## src/rtl/fir_tap_loader.sv

```systemverilog
// Tap-load sequencer for the slow FIR: streams host coefficients into the tap-write
// port, optionally flushes the delay line (FIR_TAP_LOADER_FLUSH_EN), then gates sample strobes.
module fir_tap_loader #(
    parameter int NTAPS = 16,
    parameter int TAP_W = 16,
    parameter int CNT_W = $clog2(NTAPS + 1)
) (
    input  logic             i_clk,
    input  logic             i_reset,
    input  logic             i_start,
    input  logic             i_tap_valid,
    output logic             o_tap_ready,
    input  logic [TAP_W-1:0] i_tap_data,
    input  logic             i_sample_stb,
    output logic             o_tap_wr,
    output logic [TAP_W-1:0] o_tap,
    output logic             o_ce,
    output logic             o_zero_sample,
    output logic             o_loaded,
    output logic             o_busy,
    output logic [CNT_W-1:0] o_tap_count
);

    typedef enum logic [1:0] {
        S_IDLE  = 2'd0,
        S_LOAD  = 2'd1,
        S_FLUSH = 2'd2,
        S_RUN   = 2'd3
    } state_t;

    state_t             state_q, state_d;
    logic               start_q;
    logic [CNT_W-1:0]   count_q, count_d;
    logic               tap_wr_q, tap_wr_d;
    logic [TAP_W-1:0]   tap_q, tap_d;
    logic               ce_q, ce_d;
    logic               zero_q, zero_d;
    logic               loaded_q, loaded_d;
    logic               start_edge_s;
    logic               hs_s;
    logic               last_tap_s;

    assign start_edge_s = start_q & ~i_start;
    assign hs_s         = i_tap_valid & (state_q == S_LOAD);
    assign last_tap_s   = hs_s & (count_q == CNT_W'(NTAPS - 1));

`ifdef FIR_TAP_LOADER_FLUSH_EN
    logic [CNT_W-1:0]   flush_q, flush_d;
    logic               last_flush_s;

    assign last_flush_s = i_sample_stb & (flush_q == CNT_W'(NTAPS - 1));

    // Flush strobe counter, restarted by the last tap handshake.
    always_ff @(posedge i_clk) begin
        if (i_reset) begin
            flush_q <= {CNT_W{1'b0}};
        end else begin
            flush_q <= flush_d;
        end
    end

    // Flush counter next value.
    always_comb begin
        flush_d = flush_q;
        if (last_tap_s) begin
            flush_d = {CNT_W{1'b0}};
        end else if ((state_q == S_FLUSH) && i_sample_stb) begin
            flush_d = flush_q + CNT_W'(1);
        end else begin
            flush_d = flush_q;
        end
    end
`endif

    // State register and start-request history (idle high, so reset value 1).
    always_ff @(posedge i_clk) begin
        if (i_reset) begin
            state_q <= S_IDLE;
            start_q <= 1'b1;
        end else begin
            state_q <= state_d;
            start_q <= i_start;
        end
    end

    // Next-state logic; start edges are deliberately ignored while loading.
    always_comb begin
        state_d = state_q;
        case (state_q)
            S_IDLE: begin
                if (start_edge_s) state_d = S_LOAD;
                else              state_d = S_IDLE;
            end
            S_LOAD: begin
`ifdef FIR_TAP_LOADER_FLUSH_EN
                if (last_tap_s) state_d = S_FLUSH;
                else            state_d = S_LOAD;
`else
                if (last_tap_s) state_d = S_RUN;
                else            state_d = S_LOAD;
`endif
            end
`ifdef FIR_TAP_LOADER_FLUSH_EN
            S_FLUSH: begin
                if (start_edge_s)      state_d = S_LOAD;
                else if (last_flush_s) state_d = S_RUN;
                else                   state_d = S_FLUSH;
            end
`endif
            S_RUN: begin
                if (start_edge_s) state_d = S_LOAD;
                else              state_d = S_RUN;
            end
            default: state_d = S_IDLE;
        endcase
    end

    // Output and counter next values; ready/busy come from state alone.
    always_comb begin
        count_d  = count_q;
        if (start_edge_s && (state_q != S_LOAD)) begin
            count_d = {CNT_W{1'b0}};
        end else if (hs_s) begin
            count_d = count_q + CNT_W'(1);
        end else begin
            count_d = count_q;
        end
        tap_wr_d = hs_s;
        if (hs_s) begin
            tap_d = i_tap_data;
        end else begin
            tap_d = tap_q;
        end
        ce_d     = i_sample_stb & ((state_q == S_FLUSH) | (state_q == S_RUN));
`ifdef FIR_TAP_LOADER_FLUSH_EN
        zero_d   = i_sample_stb & (state_q == S_FLUSH);
`else
        zero_d   = 1'b0;
`endif
        loaded_d = (state_q == S_RUN) & ~start_edge_s;
    end

    assign o_tap_ready = (state_q == S_LOAD);
    assign o_busy      = (state_q == S_LOAD) | (state_q == S_FLUSH);

    // Registered outputs.
    always_ff @(posedge i_clk) begin
        if (i_reset) begin
            count_q  <= {CNT_W{1'b0}};
            tap_wr_q <= 1'b0;
            tap_q    <= {TAP_W{1'b0}};
            ce_q     <= 1'b0;
            zero_q   <= 1'b0;
            loaded_q <= 1'b0;
        end else begin
            count_q  <= count_d;
            tap_wr_q <= tap_wr_d;
            tap_q    <= tap_d;
            ce_q     <= ce_d;
            zero_q   <= zero_d;
            loaded_q <= loaded_d;
        end
    end

    assign o_tap_count   = count_q;
    assign o_tap_wr      = tap_wr_q;
    assign o_tap         = tap_q;
    assign o_ce          = ce_q;
    assign o_zero_sample = zero_q;
    assign o_loaded      = loaded_q;

endmodule

```

## config.mk

```make
export PLATFORM = sky130hd
export DESIGN_NAME = fir_tap_loader
export DESIGN_NICKNAME = d
export VERILOG_FILES = /design/src/rtl/fir_tap_loader.sv
export SDC_FILE = /design/constraint.sdc
export NUM_CORES = 1
export LEC_CHECK = 0
export ABC_CLOCK_PERIOD_IN_PS = 1200
export BUFFER_PORTS_ARGS = -buffer_cell sky130_fd_sc_hd__buf_2
export CAP_MARGIN = 5
export CORE_MARGIN = 3
export CORE_UTILIZATION = 30
export CTS_BUF_LIST = sky130_fd_sc_hd__clkbuf_8
export DETAILED_ROUTE_END_ITERATION = 8
export GPL_ROUTABILITY_DRIVEN = 0
export SETUP_SLACK_MARGIN = 0.5
export SKIP_LAST_GASP = 1
export SLEW_MARGIN = 5
export SYNTH_ARGS = -nofsm -noshare
export SYNTH_HDL_FRONTEND = slang
export SYNTH_SLANG_ARGS = --single-unit
```

## constraint.sdc

```tcl
create_clock -name i_clk -period 1.2 [get_ports i_clk]
set_input_delay 0.12 -clock i_clk [delete_from_list [all_inputs] [get_ports i_clk]]
set_output_delay 0.12 -clock i_clk [all_outputs]
set_load 0.02 [all_outputs]
```

==> impl_metrics.yaml <==
run_status:
  status: "complete, but fails checks"
  violations: "setup timing"
cts:
  cts_max_path_buffers: 2
  cts_tree: "yes"
  clkTransAtPathRegs_ns: 0.09
  insertion_delay_ns: 0.26
  cts_buffers: 3
  cts_sinks: 27
  htreeDepth: 1
  holdBufCountCts: 0
  clockRootBuffer: "clkbuf_8"
power_and_ir_drop:
  p_leak_nw: 0.875
  p_sw_uw: 511
  p_clk_frac: 0.272
  powerDensity_nw_per_um2: 867
  p_comb_frac: 0.219
  swShare: 0.275
  seqPwrFrac: 0.510
  ir_drop_mv: 0.511
  p_int_mw: 1.35
synth:
  ys_seq_elements: 27
  synth_fa_ha_area_frac: 0.0719
  synth_top_area_frac: 0.518
  async_reset_ff_frac: 0
  synth_top_area_cell: "dfxtp_1"
  synth_top_family_by_area: "simple AND/OR/NAND/NOR gates"
  synth_common_cells: "37 x nand2_1, 27 x dfxtp_1, 18 x a21oi_1"
  yosys.area_share.simple: 0.207
  yosysUniqueCellTypes: 24
  synth_edf_count: 0
  synth_compound_area_frac: 0.121
  synthMuxAreaShare: 0
  netlist_instances: 122
  ys_warn_count: 0
  syn_area_um2: 1040
  synth.avg_cell_area_um2: 8.55
  syn-num-nets: 149
  synth-seq-area-share: 0.518
  synth_flop_cell: "dfxtp_1"
  synthTopCellsByArea: "dfxtp_1 52%, nand2_1 13%, a21oi_1 8.6%"
  synth.most_common_cell: "nand2_1"
  synth_xor_xnor_area_share: 0.0168
global_routing:
  grt_antenna_before_repair: 0
  gr-usage-met1: 0.204
  gr-usage-met2: 0.299
  use_met3: 0.0364
  grt_util_all_layers: 0.171
  grt_max_degree: 22
  grt_overflow: 0
  grt_busiest_layer: "met2"
  grt_pass1_vias: 1166
  grt_pass1_wl_um: 5640
worst_setup_path:
  critPathSlowestCell: "dfxtp_4"
  cp_common_cell: "buf_6"
  path_cells: "inv_4 -> buf_6 -> ha_4 -> buf_6"
  arrival_ns: 1.14
  crit_path_end_kind: "primary output"
  slowest_delay_ns: 0.37
  worstPathRequired_ns: 1.08
  crit_path_start: "state_q[1]$_SDFF_PP0_"
  r2r_start: "state_q[0]$_SDFF_PP0_"
  path_max_fanout: 2
  worstReg2RegEnd: "o_tap_count[3]$_SDFFE_PP0N_"
  r2r_setup_slack_ns: -0.01
  critPathLaunchType: "register"
  ff2ff_path_depth: 4
  path_class: "register to primary output"
detailed_routing:
  num_vias: 1120
  postRouteAntennaNets: 0
  finalWirelength_um: 3720
  firstDrtPassIters: 3
  drcViolationCount: 0
  wire_per_inst_um: 15.4
  viasPerCell: 4.63
  drtIter0Drc: 22
final_layout:
  antenna_cells: 0
  drive_above_1_share: 0.904
  fill_cells: 258
  area_delta_synth_final_pct: 106
  final_util: 0.675
  nets: 226
floorplan:
  io_pins: 48
  dieArea_um2: 4220
  die_w_um: 65.0
  core_um2: 3180
  start_util: 0.328
  die_h_um: 65.0
  rows: 20
sta:
  clock_skew_ns: 0.00267
  fin_crit_sh: 1.05
  tns_ns: -0.103
  period_minus_slack_ns: 1.26
  setup_viol: 3
  fmax_mhz: 795
  slew_violations: 0
  final-hold-violation-count: 0
  finalWorstSetupSlack_ns: -0.0571
  rsz0062_at_grt: "true"
placed_design:
  port_buffers: 46
  place_hpwl_um: 1810
worst_hold_path:
  holdCritStartpoint: "i_start"
  whs_path_depth: 2
  holdPathEnd: "start_q$_SDFF_PP1_"
  min_path_type: "input pin to register"
job:
  max-cap-violations: 0
==> cells in the final DEF, fill, tap and decap left out, types with 2 or more instances in the layout <==
cell type and n:
nand2_1 7, ha_4 6, dfxtp_2 19, buf_4 20, and2_4 4, clkbuf_8 3
dfxtp_4 7, buf_8 2, buf_2 20, nand2_4 4, inv_1 3, inv_4 2
a21oi_2 17, nand2_2 26, a211oi_2 2, buf_6 34, nor2_2 5
==> cells by family after synthesis <==
group,count (synthesis)
AOI/OAI and AO/OA,23
xor gates and xnor gates,2
adders and majority gates,6
buffers and inverters,11
DFF,27
other,1
and+or+nand+nor,52
==> worst max path at each step <==
stage	to	slack, ns
floorplan	o_tap_count[4]$_SDFFE_PP0N_	0.02
global placement	state_q[1]$_SDFF_PP0_	0.02
detailed placement	state_q[1]$_SDFF_PP0_	-0.02
CTS	o_busy	-0.05
global route	o_busy	-0.09
finish	o_busy	-0.06
==> flip-flops by register name, summed over array words and instances, names as in the netlist <==
name and cells:
o_loaded 1, o_tap_wr 1, start_q 1, o_tap_count 5
o_tap 16, o_ce 1, state_q 2
==> routing by layer <==
layer	vias to the layer above	share of wire
met4	0	0.019
met1	532	0.39
li1	546	-
met5	-	0
met2	36	0.53
met3	6	0.055
==> timing repair <==
| item | in CTS | in global routing |
|---|---|---|
| buffers inserted | 17 | 7 |
| setup endpoints to repair | 52 | 52 |
| endpoints found under the hold margin | 0 | 0 |
| gates resized for setup | 116 | 44 |
| pin swaps | 32 | 26 |
| cloned | 4 | 0 |
==> stage by stage <==
| step | setup slack [ns] | hold WS (ns) | total power, mW | cells | cell area (um2) |
|---|---|---|---|---|---|
| detailed placement | -0.0152 | 0.339 | 1.19 | 210 | 1410 |
| global route | -0.0902 | 0.0753 | 1.94 | 242 | 2140 |
| floorplan | 0.0209 | 0.196 | 1.12 | 122 | 1150 |
| CTS | -0.0529 | 0.0622 | 1.81 | 235 | 1940 |
| finish | -0.0571 | 0.0618 | 1.86 | 242 | 2140 |
| global placement | 0.0249 | 0.330 | 1.18 | 210 | 1410 |
==> critical path: cells and delay by family, from the launching register on <==
kind,cells,cell delay (ns)
adder cells (fa/ha/maj),1,0.25
buffers and inverters,3,0.25
flip-flops,1,0.37
==> power groups by stage <==
| stage | clock network [mW] | registers, mW | logic (mW) |
|---|---|---|---|
| after global routing | 0.549 | 0.952 | 0.434 |
| after global placement | 0 | 0.961 | 0.224 |
| after floorplan | 0 | 0.992 | 0.124 |
| after detailed placement | 0 | 0.962 | 0.227 |
| after CTS | 0.510 | 0.949 | 0.355 |
| final | 0.505 | 0.948 | 0.407 |
==> layout make-up <==
cell class	count	area (um2)	area share
clock buffers	3	41.3	0.0193
clock inverters	1	3.75	0.00175
inverters	4	20.0	0.00933
multi-input cells	87	771	0.359
flip-flops and latches	27	591	0.275
well taps	44	55.1	0.0257
repair buffers	76	663	0.309
(Power assumes the default switching activity.)
